### src/rtl/fib_responder_if.sv
// Call handshake between an initiator and the Fibonacci responder.
interface fib_responder_if #(
  parameter int unsigned WIDTH = 16
);
  logic             read;
  logic [WIDTH-1:0] a;
  logic [WIDTH-1:0] b;
  logic             write;
  logic             busy;

  modport master (
    output read,
    output a,
    input  b,
    input  write,
    input  busy
  );

  modport slave (
    input  read,
    input  a,
    output b,
    output write,
    output busy
  );
endinterface

### src/rtl/fib_responder.sv
// Iterative Fibonacci responder: accepts n on a read strobe and returns fib(n)
// with a single-cycle write strobe n+1 cycles later. A read while running
// restarts the call; the aborted call never produces a write.
module fib_responder #(
  parameter int unsigned WIDTH = 16
) (
  input logic           clk,
  input logic           nrst,
  fib_responder_if.slave bus
);

  localparam logic StIdle = 1'b0;
  localparam logic StRun  = 1'b1;

  logic             state_q, state_d;
  logic [WIDTH-1:0] x_q, x_d;
  logic [WIDTH-1:0] y_q, y_d;
  logic [WIDTH-1:0] cnt_q, cnt_d;
  logic [WIDTH-1:0] b_q, b_d;
  logic             write_q, write_d;

  // Next-state: load on read (read always wins), step the pair, or complete.
  always_comb begin
    state_d = state_q;
    x_d     = x_q;
    y_d     = y_q;
    cnt_d   = cnt_q;
    b_d     = b_q;
    write_d = 1'b0;
    case (state_q)
      StIdle: begin
        if (bus.read) begin
          x_d     = '0;
          y_d     = {{(WIDTH-1){1'b0}}, 1'b1};
          cnt_d   = bus.a;
          state_d = StRun;
        end
      end
      StRun: begin
        if (bus.read) begin
          // Restart; also suppresses a completion due on this edge.
          x_d   = '0;
          y_d   = {{(WIDTH-1){1'b0}}, 1'b1};
          cnt_d = bus.a;
        end else if (cnt_q != '0) begin
          x_d   = y_q;
          y_d   = x_q + y_q;  // wraps mod 2^WIDTH
          cnt_d = cnt_q - 1'b1;
        end else begin
          b_d     = x_q;
          write_d = 1'b1;
          state_d = StIdle;
        end
      end
      default: state_d = StIdle;
    endcase
  end

  // State and output registers; reset aborts any call in flight.
  always_ff @(posedge clk or negedge nrst) begin
    if (!nrst) begin
      state_q <= StIdle;
      x_q     <= '0;
      y_q     <= '0;
      cnt_q   <= '0;
      b_q     <= '0;
      write_q <= 1'b0;
    end else begin
      state_q <= state_d;
      x_q     <= x_d;
      y_q     <= y_d;
      cnt_q   <= cnt_d;
      b_q     <= b_d;
      write_q <= write_d;
    end
  end

  // Outputs come straight from flops.
  assign bus.b     = b_q;
  assign bus.write = write_q;
  assign bus.busy  = (state_q == StRun);

endmodule

### src/flat_wrapper.sv
// flat-port wrapper written by rule: the top's interface ports become plain ports
module fib_responder_flat 
#(
  parameter int unsigned WIDTH = 16
)
  (clk, nrst, bus_read, bus_a, bus_b, bus_write, bus_busy);
  fib_responder_if #(.WIDTH(WIDTH)) bus_i ();
  input logic clk;
  input logic nrst;
  input wire logic [$bits(bus_i.read)-1:0] bus_read;
  input wire logic [$bits(bus_i.a)-1:0] bus_a;
  output wire logic [$bits(bus_i.b)-1:0] bus_b;
  output wire logic [$bits(bus_i.write)-1:0] bus_write;
  output wire logic [$bits(bus_i.busy)-1:0] bus_busy;
  assign bus_i.read = bus_read;
  assign bus_i.a = bus_a;
  assign bus_b = bus_i.b;
  assign bus_write = bus_i.write;
  assign bus_busy = bus_i.busy;
  fib_responder #(.WIDTH(WIDTH)) u_core (.clk(clk), .nrst(nrst), .bus(bus_i));
endmodule
### config.mk
export PLATFORM = sky130hd
export DESIGN_NAME = fib_responder_flat
export DESIGN_NICKNAME = d
export VERILOG_FILES = /design/src/rtl/fib_responder_if.sv /design/src/rtl/fib_responder.sv /design/src/flat_wrapper.sv
export SDC_FILE = /design/constraint.sdc
export NUM_CORES = 1
export LEC_CHECK = 0
export CAP_MARGIN = 40
export CORE_AREA = 2 2 124 126
export DETAILED_ROUTE_END_ITERATION = 10
export DIE_AREA = 0 0 126 128
export SLEW_MARGIN = 40
export SYNTH_ARGS = -nofsm -noshare
export SYNTH_HDL_FRONTEND = slang
export SYNTH_SLANG_ARGS = --single-unit
### constraint.sdc
create_clock -name clk -period 3.3 [get_ports clk]
set_clock_uncertainty 0.2 [all_clocks]
set_input_delay 0.33 -clock clk [delete_from_list [all_inputs] [get_ports clk]]
set_output_delay 0.33 -clock clk [all_outputs]
set_load 0.05 [all_outputs]
* Yosys cells after proc, flatten, opt, wreduce, memory -nomap -nowiden
Cells that the tools add are included.
** Storage, ports and cells
- Register bits :: 66
- Input port bits :: 19
- Output and inout bits :: 18
- Logic and storage cells :: 35
** Cells by class
- Add/sub/neg operators :: 2
- Eq/ne operators :: 2
- Multiplexer cells :: 19
- Bitwise operators :: 3
- Reductions and logical operators :: 3
** Operator list (number)
- 16-bit 2-to-1 mux :: 9
- 16-bit case mux with 2 select lines :: 3
- 16-bit adder :: 1
- 16-bit nonzero test :: 1
- 16-bit by 1-bit subtractor with 16-bit output, second input constant :: 1
- 1-bit 2-to-1 mux :: 6
- 3-bit inequality test, second input constant :: 1
- 1-bit NOT :: 3
- 3-bit AND reduction :: 1
- 2-bit inequality test, second input constant :: 1
- 1-bit case mux with 2 select lines :: 1
- 2-bit AND reduction :: 1

* Logic depth before layout (Yosys ltp)
Gate-level depths: netlist (run 1).
- Depth after elaboration :: 4
- Mapped depth :: 9
- Depth with buffers taken out :: 9

* Least setup slack after synthesis (run 1)
No wires, ideal clock.
- Kind :: reg-to-reg
- From :: reg u_core.y_q[0]
- To :: reg u_core.y_q[8]
- Library setup time :: 0.122 ns
- Arrival :: 2.041 ns
- Required time :: 2.978 ns
- Setup slack :: 0.938 ns
- Stages on the path, launching flop included :: 10
- Buffers on the path :: 0
- Period minus slack after synthesis :: 2.362 ns
- Cell sequence :: dfrtp_1 ha_1 inv_1 fa_1 nor2b_1 o21ai_0 a21oi_1 nor3_1 or3_1 a32o_1
** On the way
- Cells in the longest elaborated chain, start to end :: 4
** Ends and longest elaborated chain
- from (decl) :: RTL line fib_responder.sv:17 : logic [WIDTH-1:0] y_q, y_d;
- from (signal assigned) :: RTL line fib_responder.sv:71 : y_q <= y_d;
- 16-bit adder :: RTL line fib_responder.sv:47 : y_d = x_q + y_q;
- 16-bit 2-to-1 mux :: RTL line fib_responder.sv:45 : end else if (cnt_q != '0) begin
- 16-bit 2-to-1 mux :: RTL line fib_responder.sv:40 : if (bus.read) begin
- 16-bit case mux with 2 select lines :: RTL line fib_responder.sv:30 : case (state_q)
No other way between the ends. The select of a mux whose other input is x is not followed.
A chain may end at the register's enable or synchronous reset.

* Final worst setup path (run 1)
- From :: reg u_core.y_q[0]
- To :: reg u_core.y_q[14]
Same word-level chain as after synthesis.

==> results of run 1 <==
[path summary, 6_finish.rpt]
| kind | endpoint | from | cells past startpoint | slack, ns |
|---|---|---|---|---|
| max | u_core.y_q[14]$_DFFE_PN0P_ | u_core.y_q[0]$_DFFE_PN0P_ | 9 | 0.65 |
| max in group asynchronous | u_core.bus.write$_DFF_PN0_ | nrst | 3 | 1.97 |
| min in group clk | u_core.bus.b[3]$_DFFE_PN0P_ | u_core.bus.b[3]$_DFFE_PN0P_ | 1 | 0.31 |
| min reg2reg | u_core.bus.b[3]$_DFFE_PN0P_ | u_core.bus.b[3]$_DFFE_PN0P_ | 1 | 0.31 |
| min | u_core.cnt_q[7]$_DFFE_PN0P_ | nrst | 2 | 0.31 |
| max reg2reg | u_core.y_q[14]$_DFFE_PN0P_ | u_core.y_q[0]$_DFFE_PN0P_ | 9 | 0.65 |
[Yosys cell counts (all sizes together), types with 10 or more instances]
master | count | area (um^2)
a21oi | 16 | 83.8
a22o | 16 | 140
dfrtp | 66 | 1650
ha | 17 | 213
inv | 12 | 45.0
mux2 | 17 | 225
nand2 | 34 | 135
nand3 | 10 | 50.1
nor2 | 22 | 123
o21ai | 35 | 175
xor2 | 17 | 149
[cells in the final DEF (no fill, tap or decap), types with 4 or more instances in the layout]
master	n
dfrtp_1	66
clkdlybuf4s50_1	35
nand2_1	33
o21ai_0	32
nor2_1	19
xor2_1	17
ha_1	17
a22o_1	16
a21oi_1	15
inv_1	12
nand3_1	10
mux2_4	9
clkbuf_16	9
mux2_2	8
a21o_1	7
buf_4	7
nor3_1	6
xnor2_1	4
or3_1	4
clkbuf_8	4
[area by class of cell]
type	instances	area (um^2)	area share, %
sequential	66	1650	36.3
inverter	12	45.0	0.991
timing repair buffer	43	413	9.08
tap	188	235	5.17
clock inverter	1	30.0	0.661
multi-input combinational	258	1880	41.4
clock buffer	15	288	6.33
[stage by stage]
step           instances  area, um^2  hold slack, ns
6_report             583        4550           0.307
5_1_grt              583        4550           0.335
4_1_cts              583        4540           0.314
3_5_place_dp         566        4210           0.130
3_3_place_gp         566        4210           0.295
2_1_floorplan        348        3650          -0.166
[sequential cells by signal, indices dropped and copies added, names as in the netlist]
signal / count
u_core.bus.busy: 1
u_core.x_q: 16
u_core.cnt_q: 16
u_core.bus.b: 16
u_core.bus.write: 1
u_core.y_q: 16
[repair_timing]
item                                    CTS  global route
hold buffers                              1             0
endpoints found under the setup margin    0             0
endpoints found under the hold margin    35             0
[worst max-delay path, cell delays in order (launching register included)]
cell      delay, ns
dfrtp_1        0.39
ha_1           0.23
inv_1          0.07
fa_1           0.20
nor2b_1        0.05
o21ai_0        0.22
a21oi_1        0.16
o311ai_1       0.67
a31oi_1        0.16
nand3b_1       0.18
[where the power goes]
group	switching [mW]	internal [mW]
sequential	0.0494	0.863
combinational	0.138	0.114
clock	0.342	0.668
[cell families (layout without fill, tap and decap cells)]
| group | Yosys count | in the layout | share of synthesized area (%) |
|---|---|---|---|
| AO/OA/AOI/OAI | 101 | 101 | 18.7 |
| XOR/XNOR | 21 | 21 | 5.04 |
| adder cells (fa/ha/maj) | 18 | 18 | 6.37 |
| buffers and inverters | 24 | 71 | 3.43 |
| flip-flops | 66 | 66 | 45.2 |
| multiplexers | 18 | 18 | 6.44 |
| AND/OR/NAND/NOR | 100 | 100 | 14.8 |
[per-layer routing]
layer | share of wire (%) | vias up | GRT usage, %
met5 | 0 | - | 0
met4 | 1.6 | 0 | 4.91
met3 | 3.0 | 9 | 2.17
met2 | 48 | 30 | 17.2
met1 | 47 | 1349 | 13.1
li1 | - | 1359 | -
==> out/results.ini, run 1 <==
[routing]
post-route-drc-count = 0
drt_iter0_markers = 119
routedWlPerCell_um = 13.7
vias_per_cell = 4.71
antenna_left = 0
vias = 2747
dr.pass1.iters = 4
drt_wl_total_um = 7990

[yosys]
synthesis.nets = 385
yosysWarnings = 0
syn_avg_cell_area_um2 = 10.5
synth_area_um2 = 3650
synth_seq_area_share_pct = 45.2
yosysUniqueCellTypes = 57
ys.flop_type = dfrtp_1
synth_cells = 348
ys_seq_elements = 66
synth_edf_count = 0
async_flop_share_pct = 100

[timing]
slew_violations = 0
fin_ws_ns = 0.654
setup_viol = 0
worst_pin_slew_ns = 0.726
fin_crit_sh_pct = 80.2
hold_viol_final = 0
slew-limit-headroom_pct = 50.8
clock.fmax_mhz = 378
fin_crit_ns = 2.65
rsz0062_at_grt = no
setup_tns_ns = 0

[cts]
clock_latency_ns = 0.33
cts_setup_buffers = 0
root_buffer = clkbuf_16
clk_pin_slew_ns = 0.06
cts.sinks = 66
cts_buffers = 9
cts_buffer_depth = 2
cts_tree = built
htree_levels = 3
cts_resized = 0

[cells_and_area]
num-nets-final = 427
n_antenna_cell = 0
utilization_pct = 30.6
syn_to_final_growth_pct = 24.5
layout-drive-gt1-share_pct = 12.2
fillCellCount = 1527

[power]
power_mw = 2.17
leakage_nw = 2.08
irDropWorstVdd_uv = 217
power_density_nw_per_um2 = 478

[placement]
dp_hpwl_um = 5610
pre_cts_slack_ns = 0.669
io_buffers = 36
place.gp.congestion = 0.809

[outcome]
status = complete, no violations

[global_route]
gr-total-overflow = 0
track_usage_pct = 10.4
grt_pass1_vias = 2810
antenna_found_initial = 0
grt_pass1_wl_um = 13700
grt_max_degree = 38

[floorplanning]
ios = 37
die_h_um = 128
dieWidth_um = 126
start_util_pct = 24.6
dieArea_um2 = 16100
fp-row-count = 45
design.core.area_um2 = 14900

[setup_path]
crit_fanout = 6
arrival_ns = 2.66
start_kind = register
crit_required_ns = 3.31
crit_type = reg -> reg
critPathCaptureType = register

[run]
max_cap_viol_count = 0

[hold_path]
hold_path.class = in -> async

No activity file was read; power rests on OpenSTA's default activity.
==> run 2: changes to the inputs <==
clock period = 2.25 ns   (was 3.3 ns; I/O delays follow)
==> run 2 against run 1 <==
Compared with the run above:
- the run now ends with negative setup slack left
- die area unchanged
- maximum frequency up 11%
- global-route usage up 0.58 points
- final area up 14%
- via count up 8.2%
- first-iteration DRC count up 32%
- sequential cell count unchanged
- largest cell class unchanged
==> out/results.ini, run 2 (synthesized netlist as in run 1, its figures left out) <==
[timing]
rsz0062_at_grt = yes
fin_crit_sh_pct = 106
fin_ws_ns = -0.128
setup_viol = 4
slew_violations = 0
hold_viol_final = 0
slew-limit-headroom_pct = 60.6
clock.fmax_mhz = 420
fin_crit_ns = 2.38
worst_pin_slew_ns = 0.588
whs_ns = 0.243

[setup_path]
cpPeakStageDelay_ns = 0.41
arrival_ns = 2.39
start_kind = register
crit_fanout = 2
cpMaxStageDelayCell = dfrtp_1
critPathCaptureType = register
crit_required_ns = 2.26
crit_type = reg -> reg
crit_chain = ha_4 -> buf_6 -> a211oi_4 -> o211ai_1 -> a311oi_2 -> a21oi_2 -> mux2i_1 -> mux2_2

[floorplanning]
start_util_pct = 24.6
dieWidth_um = 126
fp-row-count = 45
die_h_um = 128
ios = 37
dieArea_um2 = 16100
design.core.area_um2 = 14900

[cells_and_area]
final_cell_mix = 66 x dfrtp_1, 49 x buf_4, 35 x clkdlybuf4s50_1
layout_commonest_cell = dfrtp_1
fin_cells = 636
utilization_pct = 34.7
n_antenna_cell = 0
num-nets-final = 480
syn_to_final_growth_pct = 41.3
layout-drive-gt1-share_pct = 27.9

[hold_path]
hold_path.class = in -> reg

[routing]
vias = 2973
routedWlPerCell_um = 13.6
drt_wl_total_um = 8660
vias_per_cell = 4.67
antenna_left = 0
dr.pass1.iters = 4
post-route-drc-count = 0
drt_iter0_markers = 157

[cts]
root_buffer = clkbuf_16
cts.sinks = 66
clk_pin_slew_ns = 0.06
clock_latency_ns = 0.34
cts_buffer_depth = 2
htree_levels = 3
cts_tree = built
cts_buffers = 9

[placement]
dp_cells = 608
place.gp.congestion = 0.841
io_buffers = 36
dp_hpwl_um = 5830

[power]
power_density_nw_per_um2 = 647
leakage_nw = 2.38
irDropWorstVdd_uv = 319
power_mw = 3.34

[global_route]
grt_max_degree = 67
track_usage_pct = 11.0
grt_pass1_vias = 3034
grt_pass1_wl_um = 14400
gr-total-overflow = 0
antenna_found_initial = 0

[outcome]
status = finished, violations left
failed_checks = negative setup slack

[run]
max_cap_viol_count = 0

==> run 2: worst paths after layout <==
check	startpoint	to	slack, ns	cells after the start
min	bus_a[6]	u_core.cnt_q[6]$_DFFE_PN0P_	0.24	3
min in group asynchronous	nrst	u_core.cnt_q[0]$_DFFE_PN0P_	0.25	3
max reg2reg	u_core.y_q[0]$_DFFE_PN0P_	u_core.y_q[15]$_DFFE_PN0P_	-0.13	8
min reg2reg	u_core.bus.b[3]$_DFFE_PN0P_	u_core.bus.b[3]$_DFFE_PN0P_	0.31	1
max	u_core.y_q[0]$_DFFE_PN0P_	u_core.y_q[15]$_DFFE_PN0P_	-0.13	8
max in group asynchronous	nrst	u_core.x_q[0]$_DFFE_PN0P_	1.32	3
==> run 2: metal layers <==
layer,share of wire (%),GRT usage (%),vias up
met4,2.3,5.88,0
met2,50,18.9,47
li1,-,-,1466
met3,3.6,2.30,14
met1,45,13.0,1446
met5,0,0,-
==> run 2: repair_timing <==
action / in CTS / in global routing
resized for setup: 9 / 26
endpoints found under the setup margin: 8 / 24
hold buffers: 1 / 0
endpoints found under the hold margin: 66 / 0
setup buffers: 2 / 9
pin swaps: 9 / 17
gates cloned: 0 / 0
==> run 2: per-stage QoR <==
stage	worst slack [ns]	setup TNS, ns	area, um^2
2_1_floorplan	-0.0630	-0.183	3660
3_3_place_gp	-0.172	-0.597	4590
3_5_place_dp	-0.250	-0.921	4590
4_1_cts	-0.0894	-0.244	4970
5_1_grt	-0.217	-0.870	5160
6_report	-0.128	-0.278	5160
==> run 2: area by class of cell <==
type	instances	area, um^2
fillers	1498	9700
inverters	12	48.8
flip-flops and latches	66	1650
clock inverters	5	53.8
repair buffers	96	898
well taps	188	235
clock buffers	11	243
multi-input cells	258	2030
==> run 2: power breakdown <==
group          switching (mW)  total (mW)  internal [mW]
clock                   0.517        1.40          0.883
combinational           0.274       0.603          0.329
sequential             0.0699        1.33           1.26
total                   0.861        3.34           2.48
==> run 2: worst max-delay path, delay by kind of cell (launching register included) <==
family,cells,cell delay [ns]
compound gates,4,0.82
flops,1,0.41
buf+inv,1,0.12
fa+ha+maj,1,0.18
mux,2,0.52
==> run 3: changes to the inputs <==
--- a/config.mk
+++ b/config.mk
@@ -8,5 +8,6 @@
 export CAP_MARGIN = 40
-export CORE_AREA = 2 2 124 126
+export CORE_AREA = 4 4 126 128
 export DETAILED_ROUTE_END_ITERATION = 10
-export DIE_AREA = 0 0 126 128
+export DIE_AREA = 0 0 130 132
+export PLACE_DENSITY = 0.49
 export SLEW_MARGIN = 40
==> constraint.sdc (replaced) <==
create_clock -name clk -period 2.25 [get_ports clk]
set_clock_uncertainty 0.2 [all_clocks]
set_input_delay 0.45 -clock clk [delete_from_list [all_inputs] [get_ports clk]]
set_output_delay 0.45 -clock clk [all_outputs]
set_load 0.05 [all_outputs]
==> run 3 against run 2 <==
Compared with the run above:
- via count fell by 0.61%
- cell count rose by 0.63%
- die area rose by 6.4%
- the flow still finishes with violations (negative setup slack)
- worst setup slack improved by 0.0016 ns
- non-clock buffer count rose by 4
- critical path depth rose by 2
- first-iteration DRC count fell by 18%
- critical endpoint is now u_core.y_q[8]$_DFFE_PN0P_
- register-to-register slack barely moved
- final area fell by 1.0%
- count of clock-buffer cells in the layout fell by 1
==> out/results.ini, run 3 (synthesized netlist as in run 1, its figures left out) <==
[setup_path]
cpMaxStageDelayCell = dfrtp_1
start_kind = register
cpPeakStageDelay_ns = 0.39
rr_worst_depth = 10
crit_type = reg -> reg
crit_required_ns = 2.27
crit_chain = ha_4 -> inv_2 -> fa_2 -> nor2b_2 -> o21ai_2 -> a21oi_2 -> buf_4 -> nor3_2 -> or3_1 -> a32o_1
crit_buf_inv = 2
arrival_ns = 2.40
crit_fanout = 3
critPathTopFamily = simple AND/OR/NAND/NOR gates
critPathCaptureType = register
path_depth = 10

[routing]
dr.pass1.iters = 4
drt_iter0_markers = 129
vias = 2955
antenna_left = 0
post-route-drc-count = 0
routedWlPerCell_um = 13.7
vias_per_cell = 4.62
drt_wl_total_um = 8780

[placement]
io_buffers = 36
placed_cell_area_um2 = 4640
dp_cells = 617
dp_hpwl_um = 6090
place.gp.congestion = 0.813

[floorplanning]
start_util_pct = 24.6
ios = 37
die_h_um = 132
dieWidth_um = 130
design.core.area_um2 = 14900
fp-row-count = 45
dieArea_um2 = 17200

[cells_and_area]
finalInstanceArea_um2 = 5110
fillCellCount = 1512
utilization_pct = 34.4
fin_cells = 640
num-nets-final = 484
layout-drive-gt1-share_pct = 28.1
n_antenna_cell = 0
syn_to_final_growth_pct = 39.8
layout_commonest_cell = dfrtp_1
final_cell_mix = 66 x dfrtp_1, 61 x buf_4, 33 x nand2_1

[cts]
cts.sinks = 66
root_buffer = clkbuf_16
cts_buffers = 9
clk_pin_slew_ns = 0.06
cts_buffer_depth = 2
clock_latency_ns = 0.33
htree_levels = 3
cts_tree = built

[timing]
worst_pin_slew_ns = 0.595
hold_viol_final = 0
clock.fmax_mhz = 421
setup_viol = 3
fin_crit_sh_pct = 106
fin_ws_ns = -0.127
rsz0062_at_grt = yes
slew-limit-headroom_pct = 60.2
setup_tns_ns = -0.287
fin_crit_ns = 2.38
slew_violations = 0

[power]
power_density_nw_per_um2 = 677
irDropWorstVdd_uv = 318
leakage_nw = 2.40
power_mw = 3.46

[global_route]
track_usage_pct = 11.1
gr-total-overflow = 0
grt_pass1_vias = 3174
grt_max_degree = 67
grt_pass1_wl_um = 15400
antenna_found_initial = 0

[hold_path]
hold_depth = 1
hold_path.class = reg -> reg

[outcome]
failed_checks = negative setup slack
status = finished, violations left

[run]
max_cap_viol_count = 0

[run 3: cell count changes in the layout (fill, tap and decap cells not counted), sizes merged]
cell | before | now
clkdlybuf4s50 | 35 | 29
bufinv | 1 | 2
clkbuf | 11 | 10
clkinv | 4 | 1
clkinvlp | 1 | 2
buf | 60 | 70
inv | 11 | 13
[run 3: layout make-up]
class | instances | area, um^2 | share of cell area [%]
Tap cell | 188 | 235 | 4.61
Clock inverter | 6 | 88.8 | 1.74
Timing Repair Buffer | 100 | 897 | 17.6
Sequential cell | 66 | 1650 | 32.3
Clock buffer | 10 | 239 | 4.68
Multi-Input combinational cell | 258 | 1950 | 38.2
Inverter | 12 | 45.0 | 0.882
[run 3: routing by layer]
metal | wire length, um | GRT usage, %
met1 | 4210 | 14.5
met2 | 4120 | 17.6
met3 | 277 | 2.55
met4 | 164 | 4.79
met5 | 0 | 0
[run 3: power by group]
group	leakage, nW	switching (mW)	internal (mW)
Sequential	0.879	0.0680	1.26
Combinational	1.37	0.267	0.314
Clock	0.155	0.542	1.00
[run 3: worst paths after layout]
path	startpoint	end	slack (ns)
max	u_core.y_q[0]$_DFFE_PN0P_	u_core.y_q[8]$_DFFE_PN0P_	-0.13
min	u_core.bus.b[14]$_DFFE_PN0P_	u_core.bus.b[14]$_DFFE_PN0P_	0.30
max reg2reg	u_core.y_q[0]$_DFFE_PN0P_	u_core.y_q[8]$_DFFE_PN0P_	-0.13
min reg2reg	u_core.bus.b[14]$_DFFE_PN0P_	u_core.bus.b[14]$_DFFE_PN0P_	0.30
max in group asynchronous	nrst	u_core.cnt_q[14]$_DFFE_PN0P_	1.05
min in group asynchronous	nrst	u_core.bus.b[3]$_DFFE_PN0P_	0.49
[run 3: metrics by stage]
| step | setup slack, ns | hold slack [ns] |
|---|---|---|
| floorplan | -0.0630 | -0.0456 |
| global placement | -0.171 | 0.292 |
| detailed placement | -0.264 | 0.295 |
| CTS | -0.111 | 0.307 |
| global route | -0.229 | 0.331 |
| finish | -0.127 | 0.305 |
[run 3: timing repair]
| action | 4_1_cts | 5_1_grt |
|---|---|---|
| pin swaps | 14 | 10 |
| buffers inserted | 5 | 1 |
| resized for setup | 13 | 6 |
| endpoints found under the hold margin | 66 | 0 |
| setup endpoints to repair | 9 | 14 |
| hold buffers | 1 | 0 |
